[config.mk]
export PLATFORM = sky130hd
export DESIGN_NAME = elevator_call_dispatcher
export DESIGN_NICKNAME = d
export VERILOG_FILES = /design/src/rtl/elevator_call_dispatcher.sv
export SDC_FILE = /design/constraint.sdc
export NUM_CORES = 1
export LEC_CHECK = 0
export BUFFER_PORTS_ARGS = -buffer_cell sky130_fd_sc_hd__buf_2
export CAP_MARGIN = 15
export CORE_ASPECT_RATIO = 0.75
export CORE_MARGIN = 8
export CORE_UTILIZATION = 35
export DETAILED_ROUTE_END_ITERATION = 7
export GPL_ROUTABILITY_DRIVEN = 0
export HOLD_SLACK_MARGIN = 0.08
export SYNTH_ARGS = -nofsm -noshare
export SYNTH_HDL_FRONTEND = slang
export SYNTH_SLANG_ARGS = --single-unit
[constraint.sdc]
create_clock -name clk -period 3.8 [get_ports clk]
set_input_delay 0.38 -clock clk [delete_from_list [all_inputs] [get_ports clk]]
set_output_delay 0.38 -clock clk [all_outputs]
set_load 0.05 [all_outputs]
[src/rtl/elevator_call_dispatcher.sv]
// Latches call buttons and issues the next floor as a one-hot target using SCAN order.
// Button to pending: 2 edges after sync; no backpressure, with new calls only ever adding to pending.
module elevator_call_dispatcher #(
    parameter int FLOORS       = 8,
    parameter int DWELL_CYCLES = 4
) (
    input  logic              clk,
    input  logic              rst,
    input  logic [FLOORS-1:0] call_btn,
    input  logic [FLOORS-1:0] cur_floor,
    output logic [FLOORS-1:0] target_floor,
    output logic [FLOORS-1:0] pending,
    output logic              busy,
    output logic              arrived,
    output logic              dir_up
);

    typedef enum logic [1:0] {S_IDLE, S_SELECT, S_TRAVEL, S_DWELL} state_t;

    state_t            r_state;
    state_t            w_state_nxt;
    logic [FLOORS-1:0] r_sync1;
    logic [FLOORS-1:0] r_sync2;
    logic [FLOORS-1:0] r_prev;
    logic [FLOORS-1:0] r_pending;
    logic [FLOORS-1:0] r_cur_q;
    logic [FLOORS-1:0] r_target;
    logic              r_dir_up;
    logic              r_busy;
    logic              r_arrived;
    logic [7:0]        r_cnt;

    logic [FLOORS-1:0] w_rise;
    logic              w_cur_vld;
    logic [FLOORS-1:0] w_le_mask;
    logic [FLOORS-1:0] w_lt_mask;
    logic [FLOORS-1:0] w_above;
    logic [FLOORS-1:0] w_below;
    logic [FLOORS-1:0] w_above_pick;
    logic [FLOORS-1:0] w_below_pick;
    logic [FLOORS-1:0] w_sel;
    logic              w_sel_flip;
    logic              w_arrive;
    logic              w_load;
    logic [FLOORS-1:0] w_clr;

    assign w_rise    = r_sync2 & ~r_prev;
    assign w_cur_vld = (cur_floor != '0) && ((cur_floor & (cur_floor - 1'b1)) == '0);

    // cur_q one-hot: (cur_q<<1)-1 covers floors at or below it; top floor wraps to all-ones.
    assign w_le_mask    = (r_cur_q << 1) - 1'b1;
    assign w_lt_mask    = r_cur_q - 1'b1;
    assign w_above      = r_pending & ~w_le_mask;
    assign w_below      = r_pending & w_lt_mask;
    assign w_above_pick = w_above & (~w_above + 1'b1);

    always_comb begin
        w_below_pick = '0;
        for (int i = 0; i < FLOORS; i++) begin
            if (w_below[i]) begin
                w_below_pick    = '0;
                w_below_pick[i] = 1'b1;
            end
        end
    end

    always_comb begin
        w_sel      = '0;
        w_sel_flip = 1'b0;
        if ((r_pending & r_cur_q) != '0) begin
            w_sel = r_cur_q;
        end else if (r_dir_up) begin
            if (w_above != '0) begin
                w_sel = w_above_pick;
            end else if (w_below != '0) begin
                w_sel      = w_below_pick;
                w_sel_flip = 1'b1;
            end
        end else begin
            if (w_below != '0) begin
                w_sel = w_below_pick;
            end else if (w_above != '0) begin
                w_sel      = w_above_pick;
                w_sel_flip = 1'b1;
            end
        end
    end

    always_comb begin
        w_state_nxt = r_state;
        w_arrive    = 1'b0;
        w_load      = 1'b0;
        case (r_state)
            S_IDLE: begin
                if (r_pending != '0) w_state_nxt = S_SELECT;
            end
            S_SELECT: begin
                if (w_sel != '0) begin
                    w_load      = 1'b1;
                    w_state_nxt = S_TRAVEL;
                end else begin
                    w_state_nxt = S_IDLE;
                end
            end
            S_TRAVEL: begin
                if (w_cur_vld && (cur_floor == r_target)) begin
                    w_arrive    = 1'b1;
                    w_state_nxt = S_DWELL;
                end
            end
            S_DWELL: begin
                if (r_cnt == 8'd0) w_state_nxt = S_SELECT;
            end
            default: w_state_nxt = S_IDLE;
        endcase
    end

    assign w_clr = w_arrive ? r_target : '0;

    always_ff @(posedge clk or posedge rst) begin
        if (rst) begin
            r_state   <= S_IDLE;
            r_sync1   <= '0;
            r_sync2   <= '0;
            r_prev    <= '0;
            r_pending <= '0;
            r_cur_q   <= FLOORS'(1);
            r_target  <= FLOORS'(1);
            r_dir_up  <= 1'b1;
            r_busy    <= 1'b0;
            r_arrived <= 1'b0;
            r_cnt     <= '0;
        end else begin
            r_state   <= w_state_nxt;
            r_sync1   <= call_btn;
            r_sync2   <= r_sync1;
            r_prev    <= r_sync2;
            // a fresh press on the floor just reached survives the clear
            r_pending <= (r_pending & ~w_clr) | w_rise;
            r_busy    <= (w_state_nxt != S_IDLE);
            r_arrived <= w_arrive;
            if (w_cur_vld) r_cur_q <= cur_floor;
            if (w_load) begin
                r_target <= w_sel;
                if (w_sel_flip) r_dir_up <= ~r_dir_up;
            end
            if (w_arrive) begin
                r_cnt <= 8'(DWELL_CYCLES - 1);
            end else if ((r_state == S_DWELL) && (r_cnt != 8'd0)) begin
                r_cnt <= r_cnt - 8'd1;
            end
        end
    end

    assign target_floor = r_target;
    assign pending      = r_pending;
    assign busy         = r_busy;
    assign arrived      = r_arrived;
    assign dir_up       = r_dir_up;

endmodule

==> flow_metrics.tcl <==
set metrics [dict create \
    num_antenna_cells 0 \
    synth-async-reset-ratio_pct 100 \
    rows 30 \
    ys_seq_area_share_pct 48.8 \
    critical_path.max_fanout 9 \
    insertion_delay_ps 320 \
    post-route-period-util_pct 91.8 \
    slowest_delay_ps 610 \
    r2r_slack_ps 310 \
    post-route-drc-count 0 \
    io_pins 37 \
    maxCapViolCount 0 \
    layout.cells.most_common "dfrtp_1" \
    nFillCells 818 \
    die_x_um 125 \
    leakage_nw 1.63 \
    grt_use_total_pct 13.2 \
    fin_util_pct 43.0 \
    syn_area_per_cell_um2 10.3 \
    place_area_um2 3460 \
    final_cell_area_um2 3810 \
    synth_area_um2 3130 \
    drtPass1Iterations 5 \
    critPathKind "reg -> reg" \
    drive_gt1_share_pct 24.5 \
    grt_pass1_vias 2378 \
    pwr-share-comb_pct 21.8 \
    cp.required_ps 4000 \
    numCtsBuffers 9 \
    min_period_ps 3490 \
    p_sw_uw 601 \
    grt_pass1_wl_um 12900 \
    dp_hpwl_um 5790 \
    power_mw 2.05 \
    syn_inst 303 \
    htreeDepth 3 \
    setup_violations 0 \
    max_freq_mhz 287 \
    cts_tree "built" \
    totalWireLength_um 7850 \
    end_kind "flip-flop" \
    synth_warnings 0 \
    regToRegStartpoint "r_cur_q[0]" \
    grt_max_degree 37 \
    start_kind "flip-flop" \
    final_cell_mix "58 x dfrtp_1, 36 x buf_2, 29 x nand2_1" \
    cts_root_buf "clkbuf_16" \
    synth_edf_count 0 \
    hold_path_class "in -> async" \
    die_h_um 97.9 \
    drt-wirelength-per-cell_um 16.8 \
    io_buffers 36 \
    crit_family "simple AND/OR/NAND/NOR gates" \
    synth_ff_type "dfrtp_1" \
    outcome "completed" \
    start_util_pct 35.4 \
    pwr-share-clk_pct 41.1 \
    clock_sinks 61 \
    clk_pin_slew_ps 50 \
    power_switching_share_pct 29.3 \
    p_seq_share_pct 37.1 \
    antenna_found_initial 0 \
    path_buf_inv 2 \
    hold_buffers 0 \
    setup-tns-final_ps 0 \
    first_iter_violations 266 \
    skew_ps 6.82 \
    core_area_um2 8860 \
    slowest_stage "dfstp_2" \
    ff2ff_path_depth 12 \
    synth_top_area_share_pct 46.3 \
    synth.distinct_cells 61 \
    nets 371 \
    via_per_inst 5.32 \
    path_depth 12 \
    clockBufferDepth 2 \
    relSlewSlack_pct 53.9 \
    ir_drop_mv 0.241 \
    drv_slew 0 \
    syn_nets 324 \
    arrival_ps 3690 \
    timing.rr.end "target_floor[6]" \
    area_growth_pct 21.5 \
    rsz0062_at_grt "no" \
    drtAntennaViolNets 0 \
    vias 2483 \
    yosys.area.top_type "dfrtp_1" \
    synth-seq-cells 61 \
    crit_chain "inv_1 > ha_1 > nor3b_4 > mux2i_1 > nor4_4 > and4_1 > o21ai_1 > a221oi_1 > nor3_2 > a21oi_4 > buf_12 > mux2_4" \
    worst_slew_pin_slew_ps 672 \
    cell_internal_pwr_mw 1.45 \
    synth.area.top_cells "dfrtp_1 46%, nand2_1 3.5%, inv_1 3.1%" \
    whs_ps 81.2 \
    die-area_um2 12300 \
    cellPowerDensity_nw_per_um2 539 \
    final_hold_viol_count 0 \
    overflow 0 \
]
## per-stage QoR
step / std cells / worst slack (ps)
after floorplan: 303 / 569
after global placement: 449 / 292
after detailed placement: 449 / 204
after CTS: 465 / 188
after global routing: 467 / 98.7
final: 467 / 311
## metal layers
layer  global-route usage, %  part of all wire (%)  routed length, um
met2                    17.3                    39               3070
met1                    19.7                    52               4080
met5                       0                     0                  0
met4                    4.20                   1.1                 87
met3                    3.97                   7.8                616
## worst max-delay path by stage
stage	endpoint	from	slack, ps
after CTS	target_floor[6]	r_cur_q[1]	190
after global routing	target_floor[1]	r_cur_q[0]	100
after detailed placement	target_floor[6]	r_cur_q[1]	200
final	target_floor[6]	r_cur_q[0]	310
after floorplan	target_floor[1]	r_cur_q[0]	570
after global placement	target_floor[1]	r_cur_q[0]	290
## cells in the mapped netlist, types with 2 or more instances
| cell type | count |
|---|---|
| a22oi_1 | 4 |
| nor2_1 | 17 |
| nand2_1 | 29 |
| a21oi_1 | 8 |
| xnor2_1 | 9 |
| o21ai_1 | 2 |
| dfstp_2 | 3 |
| or3_1 | 3 |
| nor3_1 | 7 |
| nor2b_1 | 7 |
| ha_1 | 3 |
| clkbuf_1 | 5 |
| dfrtp_1 | 58 |
| a31oi_1 | 4 |
| inv_1 | 26 |
| a221oi_1 | 4 |
| nand4_1 | 4 |
| o21ai_0 | 17 |
| a21o_1 | 2 |
| and4_1 | 2 |
| mux2_2 | 6 |
| nor4_1 | 8 |
| mux2i_1 | 6 |
| nand2b_1 | 6 |
| mux2_4 | 5 |
| nor3b_1 | 3 |
| a2111oi_2 | 2 |
| xor2_1 | 7 |
| a211oi_1 | 4 |
| nand3_1 | 8 |
| o31ai_1 | 2 |
| and2_1 | 2 |
| nor4_4 | 2 |
## worst reg2reg max path, stage by stage (launching register included)
cell and delay (ps):
dfstp_2 610, inv_1 100, ha_1 240, nor3b_4 180, mux2i_1 280, nor4_4 370, and4_1 340, o21ai_1 100
a221oi_1 420, nor3_2 120, a21oi_4 160, buf_12 150, mux2_4 300
## sequential cells by signal (all words and copies together) (netlist names)
name and cells:
arrived 1, busy 1, dir_up 1, pending 8, r_cnt 8, r_cur_q 8, r_prev 8, r_state 2
r_sync1 8, r_sync2 8, target_floor 8
## kinds of logic (layout without fill, tap and decap cells)
| kind of cell | count (synthesis) | after routing | synth area share [%] |
|---|---|---|---|
| buffers and inverters | 34 | 86 | 4.39 |
| multiplexers | 17 | 17 | 6.47 |
| AO/OA/AOI/OAI | 62 | 62 | 14.0 |
| XOR/XNOR | 16 | 16 | 4.47 |
| AND/OR/NAND/NOR | 109 | 109 | 20.3 |
| adder cells (fa/ha/maj) | 4 | 4 | 1.52 |
| flip-flops | 61 | 61 | 48.8 |
## cell type report
class                           instances  area (um^2)  area share (%)
Multi-Input combinational cell        208         1480            38.8
Timing Repair Buffer                   44          253            6.64
Clock inverter                          4         73.8            1.94
Sequential cell                        61         1530            40.2
Tap cell                              112          140            3.68
Inverter                               26         97.6            2.56
Clock buffer                           12          236            6.21
## repair_timing
| item | CTS | global route |
|---|---|---|
| setup endpoints to repair | 0 | 4 |
| buffers inserted | 0 | 2 |
| gates resized for setup | 0 | 2 |
## power by group through the flow
stage	Clock, mW	Sequential [mW]	Combinational, mW
after floorplan	0	0.753	0.334
after global placement	0	0.767	0.429
after detailed placement	0	0.767	0.433
after CTS	0.866	0.758	0.435
after global routing	0.888	0.765	0.488
final	0.843	0.762	0.447
No activity file was read; power rests on OpenSTA's default activity.
